===== src/rtl/tempsens_core_emu_pkg.sv =====
// Shared tempsens definitions: state encodings and DAC code limits, also used by
// the controller's debug decode of o_state.
package tempsens_core_emu_pkg;

    localparam int                    TS_N_VDAC = 6;
    localparam logic [TS_N_VDAC-1:0] TS_VMAX   = 6'd63;
    localparam logic [TS_N_VDAC-1:0] TS_VMIN   = 6'd0;

    typedef enum logic [1:0] {
        ST_IDLE      = 2'd0,
        ST_CHARGED   = 2'd1,
        ST_DISCHARGE = 2'd2,
        ST_EMPTY     = 2'd3
    } ts_state_e;

    // The emulated node reads as charged until the discharge completes.
    function automatic logic ts_is_charged(input ts_state_e state);
        logic result;
        case (state)
            ST_CHARGED:   result = 1'b1;
            ST_DISCHARGE: result = 1'b1;
            default:      result = 1'b0;
        endcase
        return result;
    endfunction

endpackage


===== src/rtl/tempsens_core_emu_rate.sv =====
// Phase accumulator that produces discharge ticks.
// A higher DAC code gives a smaller increment, so ticks are spaced further apart.
module tempsens_core_emu_rate
    import tempsens_core_emu_pkg::*;
#(
    parameter int N_VDAC = 6
) (
    input  logic              clk,
    input  logic              reset,
    input  logic [N_VDAC-1:0] i_dat,
    input  logic              i_clr,
    input  logic              i_run,
    output logic              o_carry
);

    localparam logic [N_VDAC-1:0] VMAX = {N_VDAC{1'b1}};

    logic [N_VDAC-1:0] r_acc;
    logic [N_VDAC-1:0] w_inc;
    logic [N_VDAC:0]   w_sum;

    // Increment ranges from 1 (dat=VMAX) to 2^N_VDAC (dat=0).
    always_comb begin
        w_inc   = VMAX - i_dat;
        w_sum   = {1'b0, r_acc} + {1'b0, w_inc} + {{N_VDAC{1'b0}}, 1'b1};
        o_carry = i_run & w_sum[N_VDAC];
    end

    // Accumulator register: cleared outside discharge, advanced while running.
    always_ff @(posedge clk or posedge reset) begin
        if (reset) begin
            r_acc <= {N_VDAC{1'b0}};
        end else if (i_clr) begin
            r_acc <= {N_VDAC{1'b0}};
        end else if (i_run) begin
            r_acc <= w_sum[N_VDAC-1:0];
        end
    end

endmodule


===== src/rtl/tempsens_core_emu.sv =====
// Digital stand-in for the analog temperature-dependent delay line.
// It answers the controller's precharge/measure drive with a tempdelay pulse.
module tempsens_core_emu
    import tempsens_core_emu_pkg::*;
#(
    parameter int N_VDAC = 6,
    parameter int N_DLY  = 12
) (
    input  logic              clk,
    input  logic              reset,
    input  logic              i_ts_en,
    input  logic [N_VDAC-1:0] i_ts_dat,
    input  logic              i_ts_prechrgn,
    input  logic [N_DLY-1:0]  i_base_dly,
    output logic              o_ts_tempdelay,
    output logic [1:0]        o_state,
    output logic              o_err
);

    localparam logic [N_DLY-1:0] CNT_ONE = {{(N_DLY-1){1'b0}}, 1'b1};

    ts_state_e        r_state;
    ts_state_e        w_state_nxt;
    logic [N_DLY-1:0] r_cnt;
    logic [N_DLY-1:0] w_cnt_nxt;
    logic             r_err;
    logic             w_err_nxt;
    logic             r_tempdelay;
    logic             w_carry;
    logic             w_clr;
    logic             w_run;

    assign w_clr = (r_state != ST_DISCHARGE);
    assign w_run = (r_state == ST_DISCHARGE) & i_ts_en & i_ts_prechrgn;

    tempsens_core_emu_rate #(
        .N_VDAC (N_VDAC)
    ) u_rate (
        .clk     (clk),
        .reset   (reset),
        .i_dat   (i_ts_dat),
        .i_clr   (w_clr),
        .i_run   (w_run),
        .o_carry (w_carry)
    );

    // Next-state, discharge counter and protocol-error logic.
    always_comb begin
        w_state_nxt = r_state;
        w_cnt_nxt   = r_cnt;
        w_err_nxt   = r_err;
        if (!i_ts_en) begin
            w_state_nxt = ST_IDLE;
        end else if (!i_ts_prechrgn) begin
            w_state_nxt = ST_CHARGED;
        end else begin
            case (r_state)
                ST_IDLE: begin
                    w_state_nxt = ST_IDLE;
                    w_err_nxt   = 1'b1;
                end
                ST_CHARGED: begin
                    w_state_nxt = ST_DISCHARGE;
                    w_cnt_nxt   = i_base_dly;
                end
                ST_DISCHARGE: begin
                    // A loaded count of 0 ends on the first carry, same as 1.
                    if (w_carry) begin
                        if (r_cnt <= CNT_ONE) begin
                            w_state_nxt = ST_EMPTY;
                        end else begin
                            w_cnt_nxt = r_cnt - CNT_ONE;
                        end
                    end else begin
                        w_cnt_nxt = r_cnt;
                    end
                end
                ST_EMPTY: begin
                    w_state_nxt = ST_EMPTY;
                end
                default: begin
                    w_state_nxt = ST_IDLE;
                end
            endcase
        end
    end

    // State, counter and registered outputs.
    always_ff @(posedge clk or posedge reset) begin
        if (reset) begin
            r_state     <= ST_IDLE;
            r_cnt       <= {N_DLY{1'b0}};
            r_err       <= 1'b0;
            r_tempdelay <= 1'b0;
        end else begin
            r_state     <= w_state_nxt;
            r_cnt       <= w_cnt_nxt;
            r_err       <= w_err_nxt;
            r_tempdelay <= ts_is_charged(w_state_nxt);
        end
    end

    assign o_ts_tempdelay = r_tempdelay;
    assign o_state        = r_state;
    assign o_err          = r_err;

endmodule


===== config.mk =====
export PLATFORM = sky130hd
export DESIGN_NAME = tempsens_core_emu
export DESIGN_NICKNAME = d
export VERILOG_FILES = /design/src/rtl/tempsens_core_emu_pkg.sv /design/src/rtl/tempsens_core_emu_rate.sv /design/src/rtl/tempsens_core_emu.sv
export SDC_FILE = /design/constraint.sdc
export NUM_CORES = 1
export LEC_CHECK = 0
export CORE_ASPECT_RATIO = 0.6
export CORE_MARGIN = 8
export CORE_UTILIZATION = 53
export CTS_CLUSTER_DIAMETER = 80
export DETAILED_ROUTE_END_ITERATION = 8
export PLACE_DENSITY = 0.8
export SYNTH_ARGS = -nofsm -noshare
export SYNTH_HDL_FRONTEND = slang
export SYNTH_SLANG_ARGS = --single-unit

===== constraint.sdc =====
create_clock -name clk -period 2.55 [get_ports clk]
set_input_delay 0.51 -clock clk [delete_from_list [all_inputs] [get_ports clk]]
set_output_delay 0.51 -clock clk [all_outputs]
set_load 0.005 [all_outputs]

# [Yosys cells after proc, flatten, opt, wreduce, memory -nomap -nowiden]
# Cells that the tools add are included.
[classes] add_sub_neg=4 magnitude_cmp=1 n_eq_ne=8 muxes=11 bitwise=3 n_reduce_logical=6
[ops] cell="$mux W12" count=2
[ops] cell="$pmux W12 S2" count=1
[ops] cell="$le A12 B1 Y1 const B" count=1
[ops] cell="$mux W6" count=2
[ops] cell="$sub A12 B1 Y12 const B" count=1
[ops] cell="$mux W2" count=4
[ops] cell="$pmux W2 S4" count=1
[ops] cell="$add A6 B6 Y7" count=1
[ops] cell="$add A7 B1 Y7 const B" count=1
[ops] cell="$eq A2 B2 Y1 const B" count=3
[ops] cell="$sub A6 B6 Y6 const A" count=1
[ops] cell="$reduce_and A5 Y1" count=1
[ops] cell="$eq A2 B1 Y1 const B" count=2
[ops] cell="$ne A2 B2 Y1 const B" count=2
[ops] cell="$reduce_bool A2 Y1" count=2
[ops] cell="$and A1 B1 Y1" count=3
[ops] cell="$reduce_and A3 Y1" count=1
[ops] cell="$logic_not A2 Y1" count=1
[ops] cell="$ne A2 B1 Y1 const B" count=1
[ops] cell="$reduce_or A2 Y1" count=1
[ops] cell="$mux W1" count=1
[word_totals] regBits=22 in_bits=22 out_inout_bits=4 wordCells=38

# [Depth between registers and ports, before layout]
# Gate-level depths: netlist of the first run.
[logic_depth] depth_word=11 mapped_depth=10 ltp_nobuf=9

# [By module]
# Synthesis of the first run repeated with hierarchy kept, for this count alone.
[unflattened] hier_cells=172 area_unflattened_um2=1477.7
[modules_own_cells] module="tempsens_core_emu" instances=1 cells_per_inst=114 area_each_um2=969.7 seq_area_each_um2=400.4
[modules_own_cells] module="tempsens_core_emu_rate" instances=1 cells_per_inst=58 area_each_um2=508.0 seq_area_each_um2=150.1

# [Worst setup path after synthesis of the first run]
# OpenSTA, ideal clock, no wires.
[synth_path] path_type="in2reg" start="input port i_ts_dat[0]" end="register r_cnt[8]" setup_time_ns=0.124 t_arrival_ns=2.379 required_time_ns=2.426 setup_slack_ns=0.047 stages=8 path_cell_list="ha_1 > fa_1 > nand2b_1 > a21oi_1 > a32oi_1 > nor4_2 > a21oi_1 > a211o_1"
[synth_between] elab_chain_cells=6
[synth_lines] item="start, declared" line="tempsens_core_emu.sv:12" text="input logic [N_VDAC-1:0] i_ts_dat,"
[synth_lines] item="$sub A6 B6 Y6" line="tempsens_core_emu_rate.sv:24" text="w_inc = VMAX - i_dat;"
[synth_lines] item="$add A6 B6 Y7" line="tempsens_core_emu_rate.sv:25" text="w_sum = {1'b0, r_acc} + {1'b0, w_inc} + {{N_VDAC{1'b0}}, 1'b1};"
[synth_lines] item="$add A7 B1 Y7" line="tempsens_core_emu_rate.sv:25"
[synth_lines] item="$and A1 B1 Y1" line="tempsens_core_emu_rate.sv:26" text="o_carry = i_run & w_sum[N_VDAC];"
[synth_lines] item="$ne A2 B1 Y1 (no source line)"
[synth_lines] item="$reduce_and A5 Y1 (no source line)"
[synth_lines] item="end signal, assigned" line="tempsens_core_emu.sv:92" text="r_cnt <= {N_DLY{1'b0}};"
[synth_lines] item="end signal, assigned" line="tempsens_core_emu.sv:97" text="r_cnt <= w_cnt_nxt;"
[synth_lines] item="end, declared" line="tempsens_core_emu.sv:24" text="logic [N_DLY-1:0] r_cnt;"
# Every way passes these cells.
# A chain may end at the register's enable or synchronous reset.

# [Worst setup path after layout of the first run]
[layout_path] start="input port i_ts_dat[5]" end="register r_cnt[11]"
# Same word-level chain as after synthesis.

==> results of run 1 <==
## cell type report
| cell class | instances | area, µm² |
|---|---|---|
| multi-input combinational | 132 | 1010 |
| fill | 178 | 699 |
| sequential | 22 | 551 |
| timing repair buffer | 45 | 407 |
| clock buffer | 4 | 55.1 |
| inverter | 14 | 52.6 |
| tap | 34 | 42.5 |
## cells by family (layout without fill, tap and decap cells)
family                     after synthesis  in the layout  synth area share [%]
buffers and inverters                   24             63                  6.44
DFF                                     22             22                  35.9
adders and majority gates               12             12                  10.3
muxes                                    4              4                  2.61
xor gates and xnor gates                 1              1                 0.571
AOI/OAI and AO/OA                       48             48                  20.6
and+or+nand+nor                         67             67                  23.6
## routing by layer
layer | wire (µm) | part of all wire [%] | vias to the layer above | global-route usage (%)
li1 | - | - | 713 | -
met1 | 1970 | 44 | 746 | 25.1
met2 | 1980 | 44 | 85 | 27.7
met3 | 410 | 9.2 | 16 | 4.37
met4 | 87 | 2.0 | 0 | 5.20
met5 | 0 | 0 | - | 0
## through the flow
stage          std cells  setup TNS [ns]  utilization (%)
6_report             251               0             75.2
5_1_grt              251        -0.00904             75.2
4_1_cts              247               0             73.2
3_5_place_dp         241           -6.25             67.0
3_3_place_gp         241           -4.71             67.0
2_1_floorplan        178               0                -
## cells in the mapped netlist, types with 3 or more instances
cell type	instances	area [µm²]
dfrtp_1	22	551
nand2_1	18	67.6
a21oi_1	17	85.1
inv_1	14	52.6
nor2_1	14	52.6
ha_1	11	138
o21ai_0	8	40.0
clkbuf_1	7	26.3
nor3_1	5	25.0
nor4_1	5	31.3
or3_1	5	31.3
mux2i_1	4	40.0
nand2b_1	4	25.0
nand3_1	4	20.0
o22ai_1	3	18.8
## worst max path at each step
stage	from	endpoint	slack [ns]
global route	o_state[0]$_DFF_PP0_	r_cnt[11]$_DFFE_PP0P_	-0.009
global placement	i_ts_dat[0]	r_cnt[10]$_DFFE_PP0P_	-0.41
detailed placement	i_ts_dat[0]	r_cnt[6]$_DFFE_PP0P_	-0.55
CTS	i_ts_dat[0]	r_cnt[9]$_DFFE_PP0P_	0.05
finish	i_ts_dat[5]	r_cnt[11]$_DFFE_PP0P_	0.05
floorplan	i_ts_dat[0]	r_cnt[8]$_DFFE_PP0P_	0.05
## timing repair
action	4_1_cts	5_1_grt
endpoints found under the setup margin	14	15
setup buffers	1	4
pin swaps	4	8
hold buffers	0	0
gates cloned	1	0
resized for setup	19	5
## flip-flops by register name (all words and copies together) (netlist names)
signal and count:
o_state 2, r_cnt 12, o_err 1, o_ts_tempdelay 1, u_rate.r_acc 6
## power breakdown
group / total [W] / internal [W] / switching [W]
registers: 0.000484 / 0.000407 / 0.0000775
clock network: 0.000255 / 0.000138 / 0.000117
logic: 0.000302 / 0.000141 / 0.000161
==> summary.md, run 1 <==
| Metric | Value |
|---|---|
| Status | `completed` |
| Clock Path Buffers | `2` |
| Crit Path Category | `input port to flop` |
| Endpoints failing hold | `0` |
| Maximum vdd drop | `0.350 mV` |
| CP arrival | `2.66 ns` |
| Worst reg2reg setup slack | `0.10 ns` |
| Routed vias | `1560` |
| Reg2reg start | `o_state[0]$_DFF_PP0_` |
| Max incr delay on CP | `0.46 ns` |
| WHS Path Cells | `1` |
| HP Class | `flop to flop` |
| Avg Cell Area, Syn | `8.62 µm²` |
| Initial core utilization | `54.5%` |
| Detailed placement HPWL | `3.05 mm` |
| Ys flop type | `dfrtp_1` |
| Post-Place Cell Area | `1890 µm²` |
| Crit start category | `input port` |
| Die X | `85.5 µm` |
| Most frequent cells in the layout | `23 x clkdlybuf4s50_1, 22 x dfrtp_1, 18 x nand2_1, 18 x buf_4, 16 x a21oi_1` |
| R2r endpoint | `r_cnt[11]$_DFFE_PP0P_` |
| Overall Global Routing Usage | `18.2%` |
| Mapped Cells | `178` |
| Critical-path cell list | `clkdlybuf4s50_1 > inv_1 > ha_1 > nand3_1 > nor2_1 > a32oi_4 > buf_4 > nor4_4 > mux2i_1 > a211o_1` |
| Critical Path Stages | `10` |
| Ys Warns | `0` |
| I/O pin count | `26` |
| Async SR Flop Fraction | `100%` |
| Initial drt markers | `235` |
| Row count | `15` |
| Die Y | `57.7 µm` |
| Post-synthesis cell type count | `42` |
| Min Tclk post-route | `2.50 ns` |
| Final setup violation count | `0` |
| Antenna violations before repair | `0` |
| Max stage delay cell, worst path | `clkdlybuf4s50_1` |
| Worst slew pin tran | `0.519 ns` |
| Buf/Inv on CP | `3` |
| Fin crit share | `98.1%` |
| Final ANT Viol Nets | `0` |
| Via density | `6.22` |
| Crit. End Element | `flop` |
| Pwr dens | `492 nW/µm²` |
| R2r worst-path depth | `9` |
| Share of layout cells above drive strength 1 | `18.4%` |
| Area Overhead vs Synth | `37.9%` |
| Most common cell after layout, fill and taps aside | `clkdlybuf4s50_1` |
| Post-synth EDFFs | `0` |
| Drt pass-1 iters | `5` |
| Largest net degree at the start of global routing | `23` |
| Synthesized cell area | `1530 µm²` |
| Grt ovf | `0` |
| Yosys reg bits | `22` |
| Slew Viols, Final | `0` |
| Ant. Diodes | `0` |
| Crit path required time | `2.71 ns` |
| Htree depth | `1` |
| Final hold slack | `0.475 ns` |
| CP delay by family, top | `buffers and inverters` |
| Residual DRC | `0` |
| Clk sink count | `22` |
| CTS Buf Count | `3` |
| Nets | `252` |
| Number of buffers added on ports | `25` |
| MaxCap Viol Count | `0` |
| Total design power | `0.00104 W` |
| First-pass GRT wire length | `7.25 mm` |
| Vias in the first global route | `1446` |
| Clk slew on worst S/H paths | `0.08 ns` |
| Hold_sp | `o_err$_DFFE_PP0P_` |
| Max frequency | `0.400 GHz` |
| Synthesized net count | `212` |
| CTS tree | `built` |
| Die ar. | `4930 µm²` |
| Setup WS post-layout | `0.0489 ns` |
| Skew-Pair Late Insertion Delay | `0.27 ns` |
| Worst Clk Skew | `0.00593 ns` |
| WHS Endpoint | `o_err$_DFFE_PP0P_` |
| Max FO, Critical Path | `5` |
| Final wirelength | `4.45 mm` |
| Slew margin rel. | `65.1%` |
| Dpl ws | `-0.546 ns` |
| Clk root buf | `clkbuf_8` |
| Wire per inst | `17.7 µm` |
| Post-synthesis sequential area ratio | `35.9%` |
| Global placer's final weighted congestion | `0.877` |
| CORE AREA | `2820 µm²` |
| LEAKAGE | `0.926 nW` |
| Final Cell Area | `2120 µm²` |
Note: power is estimated with default switching activity, not from simulation.
==> run 2: changes to the inputs <==
--- a/config.mk
+++ b/config.mk
@@ -6,7 +6,7 @@
 export NUM_CORES = 1
 export LEC_CHECK = 0
 export CORE_ASPECT_RATIO = 0.6
-export CORE_MARGIN = 8
+export CORE_MARGIN = 3
 export CORE_UTILIZATION = 53
 export CTS_CLUSTER_DIAMETER = 80
 export DETAILED_ROUTE_END_ITERATION = 8
==> summary.md, run 2 (synthesis gave the netlist of run 1 again) <==
| Metric | Value |
|---|---|
| Status | `completed` |
| CP arrival | `2.65 ns` |
| Row count | `14` |
| Pwr dens | `488 nW/µm²` |
| Max FO, Critical Path | `5` |
| HP Class | `flop to flop` |
| DR WL met2 | `2.08 mm` |
| Clock Path Buffers | `2` |
| Via density | `6.27` |
| Final wirelength | `4.59 mm` |
| Die Y | `47.7 µm` |
| CORE AREA | `2630 µm²` |
| Total design power | `0.00102 W` |
| Max layer used | `met4` |
| Crit start category | `input port` |
| Area of the multi-input gates | `1010 µm²` |
| Area Overhead vs Synth | `36.8%` |
| Final ANT Viol Nets | `0` |
| Max incr delay on CP | `0.41 ns` |
| Worst Clk Skew | `0.00314 ns` |
| Wire per inst | `18.5 µm` |
| Worst slew pin tran | `0.559 ns` |
| CP delay by family, top | `buffers and inverters` |
| Initial core utilization | `58.4%` |
| Maximum vdd drop | `0.392 mV` |
| First-pass GRT wire length | `6.88 mm` |
| Clk root buf | `clkbuf_8` |
| Worst reg2reg setup slack | `0.04 ns` |
| WHS Endpoint | `o_err$_DFFE_PP0P_` |
| Antenna violations before repair | `0` |
| R2r endpoint | `r_cnt[7]$_DFFE_PP0P_` |
| Crit path required time | `2.68 ns` |
| Sequential power share | `48.3%` |
| Endpoints failing hold | `0` |
| Global placer's final weighted congestion | `0.880` |
| Fillers | `153` |
| CTS tree | `built` |
| Max frequency | `0.397 GHz` |
| Slew Viols, Final | `0` |
| Slew margin rel. | `62.7%` |
| Psw | `0.000368 W` |
| Dpl ws | `-0.549 ns` |
| Fin crit share | `98.8%` |
| Skew-Pair Late Insertion Delay | `0.27 ns` |
| Hold Buf Count CTS | `0` |
| Clk pwr share | `21.7%` |
| Drt pass-1 iters | `4` |
| Max reg flops | `12` |
| Number of buffers added on ports | `25` |
| Nets | `252` |
| Clk slew on worst S/H paths | `0.08 ns` |
| LEAKAGE | `0.899 nW` |
| Most common cell after layout, fill and taps aside | `clkdlybuf4s50_1` |
| Overall Global Routing Usage | `26.1%` |
| Max stage delay cell, worst path | `clkdlybuf4s50_1` |
| Switching part of the total | `35.9%` |
| Die ar. | `3600 µm²` |
| Final setup violation count | `0` |
| Comb pwr share | `30.1%` |
| CTS Buf Count | `3` |
| MaxCap Viol Count | `0` |
| Residual DRC | `0` |
| Largest net degree at the start of global routing | `23` |
| R2r worst-path depth | `6` |
| Hold_sp | `o_err$_DFFE_PP0P_` |
| Critical-path cell list | `clkdlybuf4s50_1 > ha_2 > fa_2 > nand2b_4 > a21oi_4 > a32oi_4 > buf_6 > nor3_4 > mux2i_1 > a21oi_1` |
| Buf/Inv on CP | `2` |
| Internal | `0.000656 W` |
| Crit. End Element | `flop` |
| Met3 routed WL | `444 µm` |
| Clk sink count | `22` |
| Htree depth | `1` |
| Reg area | `551 µm²` |
| Die X | `75.5 µm` |
| Reg with most FFs | `r_cnt` |
| Setup WS post-layout | `0.0315 ns` |
| Detailed placement HPWL | `3.07 mm` |
| Crit Path Category | `input port to flop` |
| WHS Path Cells | `1` |
| Initial drt markers | `188` |
| Most frequent cells in the layout | `25 x clkdlybuf4s50_1, 22 x dfrtp_1, 18 x nand2_1, 18 x buf_4, 16 x a21oi_1` |
| Grt ovf | `0` |
| Share of layout cells above drive strength 1 | `18.5%` |
| M1 WL | `1.96 mm` |
| I/O pin count | `26` |
| Total negative setup slack | `0 ns` |
| Ant. Diodes | `0` |
| Reg2reg start | `r_cnt[2]$_DFFE_PP0P_` |
| Vias in the first global route | `1467` |
| Min Tclk post-route | `2.52 ns` |
| Routed vias | `1555` |
[run 2: how the worst max path moves through the flow]
stage / from / end / slack, ns / depth (start not counted)
after global routing: i_ts_dat[1] / u_rate.r_acc[5]$_DFFE_PP0P_ / -0.008 / 9
after global placement: i_ts_dat[0] / r_cnt[6]$_DFFE_PP0P_ / -0.38 / 10
after CTS: i_ts_dat[0] / r_cnt[3]$_DFFE_PP0P_ / 0.02 / 10
after floorplan: i_ts_dat[0] / r_cnt[8]$_DFFE_PP0P_ / 0.05 / 8
after detailed placement: i_ts_dat[0] / r_cnt[3]$_DFFE_PP0P_ / -0.55 / 10
final: i_ts_dat[0] / r_cnt[3]$_DFFE_PP0P_ / 0.03 / 10
[run 2: area by class of cell]
| cell class | instances | share of cell area [%] |
|---|---|---|
| Tap cell | 32 | 1.91 |
| Sequential cell | 22 | 26.2 |
| Inverter | 14 | 2.50 |
| Clock buffer | 3 | 1.97 |
| Multi-Input combinational cell | 132 | 48.2 |
| Timing Repair Buffer | 45 | 19.1 |
[run 2: worst reg2reg max path, stage by stage (launching register included)]
cell and delay [ns]:
dfrtp_1 0.52, or4_1 0.56, and4bb_4 0.37, or2_1 0.43
nor4_2 0.10, buf_4 0.15, a311oi_1 0.28
[run 2: repair_timing]
item / 4_1_cts / 5_1_grt
buffers inserted: 1 / 1
resized for setup: 13 / 10
endpoints found under the hold margin: 0 / 0
cloned: 1 / 0
setup endpoints to repair: 14 / 12
pin swaps: 4 / 2
[run 2: routing by layer]
| layer | up-vias | global-route usage (%) |
|---|---|---|
| li1 | 717 | - |
| met1 | 730 | 35.5 |
| met2 | 94 | 41.9 |
| met3 | 14 | 6.08 |
| met4 | 0 | 8.71 |
| met5 | - | 0 |
[run 2: metrics by stage]
step                      util, %  hold WS [ns]  instances  instance area (µm²)
after global placement       72.5         0.440        242                 1910
after floorplan                 -         0.451        178                 1530
after CTS                    77.6         0.470        247                 2040
final                        79.9         0.471        248                 2100
after global routing         79.9         0.482        248                 2100
after detailed placement     72.5         0.447        242                 1910
[run 2: power by group through the flow]
stage	clock network (W)	logic, W	registers, W
floorplan	0	0.000180	0.000462
global placement	0	0.000254	0.000475
detailed placement	0	0.000268	0.000485
CTS	0.000233	0.000283	0.000481
global route	0.000241	0.000336	0.000500
finish	0.000222	0.000308	0.000495
==> run 3: changes to the inputs <==
--- a/config.mk
+++ b/config.mk
@@ -5,6 +5,7 @@
 export SDC_FILE = /design/constraint.sdc
 export NUM_CORES = 1
 export LEC_CHECK = 0
+export ABC_CLOCK_PERIOD_IN_PS = 2550
 export CORE_ASPECT_RATIO = 0.6
 export CORE_MARGIN = 3
 export CORE_UTILIZATION = 53
==> results of run 3 <==
Final layout, timing and power as in run 2 (identical DEF).
==> RTL edit: new RTL, config.mk and constraints of run 1 <==
Change the parameter `N_DLY` from 12 to 6.
--- a/src/rtl/tempsens_core_emu.sv
+++ b/src/rtl/tempsens_core_emu.sv
@@ -4,7 +4,7 @@
     import tempsens_core_emu_pkg::*;
 #(
     parameter int N_VDAC = 6,
-    parameter int N_DLY  = 12
+    parameter int N_DLY  = 6
 ) (
     input  logic              clk,
     input  logic              reset,
Ports: changed (resized i_base_dly); port bits go from 26 to 20. No check against the original RTL was run, so the function may have changed too.
==> RTL edit against run 1 <==
Wire length down 42%. Synthesized area shrank 24%. Critical path depth shrank 2. Count of clock-buffer cells in the layout down 1. Sequential cell count down 6. Power decreased by 38%. Register-to-register slack gained 360 ps. Die area shrank 19%. Final area is 33% lower. Worst setup slack improved by 140 ps. Sequential share of layout area rose by 2.0 points. Largest power group unchanged.
==> RTL edit: results (changes against run 1) <==
| Metric | Value |
|---|---|
| Synth area leaders | dfrtp_1 (35%), ha_1 (12%), inv_1 (4.5%) |
| Commonest cells post-synth | dfrtp_1 (16), inv_1 (14), nand2_1 (12), ha_1 (11), a21oi_1 (9) |
| Sequential area share after synthesis | 0.346 (-0.0133) |
| Area used by multi-input combinational logic | 691 µm² (-32%) |
| Post-synthesis cell type count | 35 (-17%) |
| All-layer global routing usage | 0.141 (-0.0412) |
| CLK BUF | 3 (-1) |
| Post-Place Cells | 183 (-24%) |
| RePlAce Congestion | 0.820 (-6.4%) |
| Worst vdd ir | 0.302 mV (-14%) |
| Hold slack | 466 ps (-9.31 ps) |
| DP Area | 1410 µm² (-25%) |
| FILL cells | 182 (+2.2%) |
| Detailed Place HPWL | 1980 µm (-35%) |
| Vias per inst | 5.57 (-10%) |
| FF/Latch Area | 400 µm² (-27%) |
| Clk root buf | clkbuf_4 |
| Largest net degree at the start of global routing | 20 (-13%) |
| Post-CTS Setup Bufs | 0 (-1) |
| Fin worst setup slack | 187 ps (+138 ps) |
| First drt pass iteration count | 4 (-1) |
| Crit path largest cell delay | 400 ps (-60 ps) |
| XOR/XNOR Fraction of Synth Area | 0.0151 (+0.00941) |
| Area fraction in compound gates after synthesis | 0.217 (+0.0107) |
| Mapped Nets | 161 (-24%) |
| PostCTS Resize Cnt | 0 (-19) |
| Cell Area, Synth | 1160 µm² (-24%) |
| Leak pwr | 0.621 nW (-33%) |
| NonClk Buf Share | 0.154 (-0.0379) |
| Nonclk buf count | 23 (-49%) |
| Post-CTS Hold Buffers | 0 (unchanged) |
| Clock skew | 7.26 ps (+1.33 ps) |
| Worst Tran Pin Value | 649 ps (+130 ps) |
| Mapped Cells | 133 (-25%) |
| ClkCell Share | 0.0158 (-0.0102) |
| Multiplexer area fraction after synthesis | 0.0173 (-0.00882) |
| I/O Buffers | 19 (-24%) |
| Nonclk inv count | 15 (+1) |
| First-pass GRT wire length | 4660 µm (-36%) |
| Multi-input gates | 99 (-25%) |
| Fin cells | 186 (-26%) |
| Reg2Reg Capture Point | r_cnt[2] |
| Reg2reg start | u_rate.r_acc[0] |
| WP data arrival | 2530 ps (-130 ps) |
| Crit path from | i_ts_dat[0] |
| Post-Synth Adder-Cell Area | 0.136 (+0.0333) |
| R2R depth | 8 (-1) |
| First DRT Iteration DRCs | 101 (-57%) |
| Outcome | finished, final reports clean |
| Ratio of cells with drive above 1 in the final layout | 0.0641 (-0.120) |
==> RTL edit: cell count changes after synthesis, sizes merged, moves of 3 or more <==
| cell | change |
|---|---|
| a21oi | -8 |
| dfrtp | -6 |
| nand2 | -6 |
| nor2 | -6 |
| nor4 | -6 |
| a31oi | +5 |
| clkbuf | -4 |
| buf | -3 |
| o22ai | -3 |
==> RTL edit: cells by family after synthesis <==
| logic type | after synthesis |
|---|---|
| AOI/OAI and AO/OA | 37 |
| and+or+nand+nor | 46 |
| adders and majority gates | 12 |
| xor gates and xnor gates | 2 |
| DFF | 16 |
| muxes | 2 |
| buffers and inverters | 18 |
==> RTL edit: where the power goes <==
part | internal, mW | leakage [nW] | switching [mW]
logic | 0.0856 | 0.408 | 0.0825
registers | 0.288 | 0.200 | 0.0549
clock network | 0.0548 | 0.0138 | 0.0788
==> RTL edit: per-layer routing <==
metal  GRT usage  wire (µm)  vias up
met1       0.186       1310      480
met4      0.0253         13        0
met5           0          0        -
li1            -          -      523
met2       0.223       1090       31
met3      0.0479        189        2
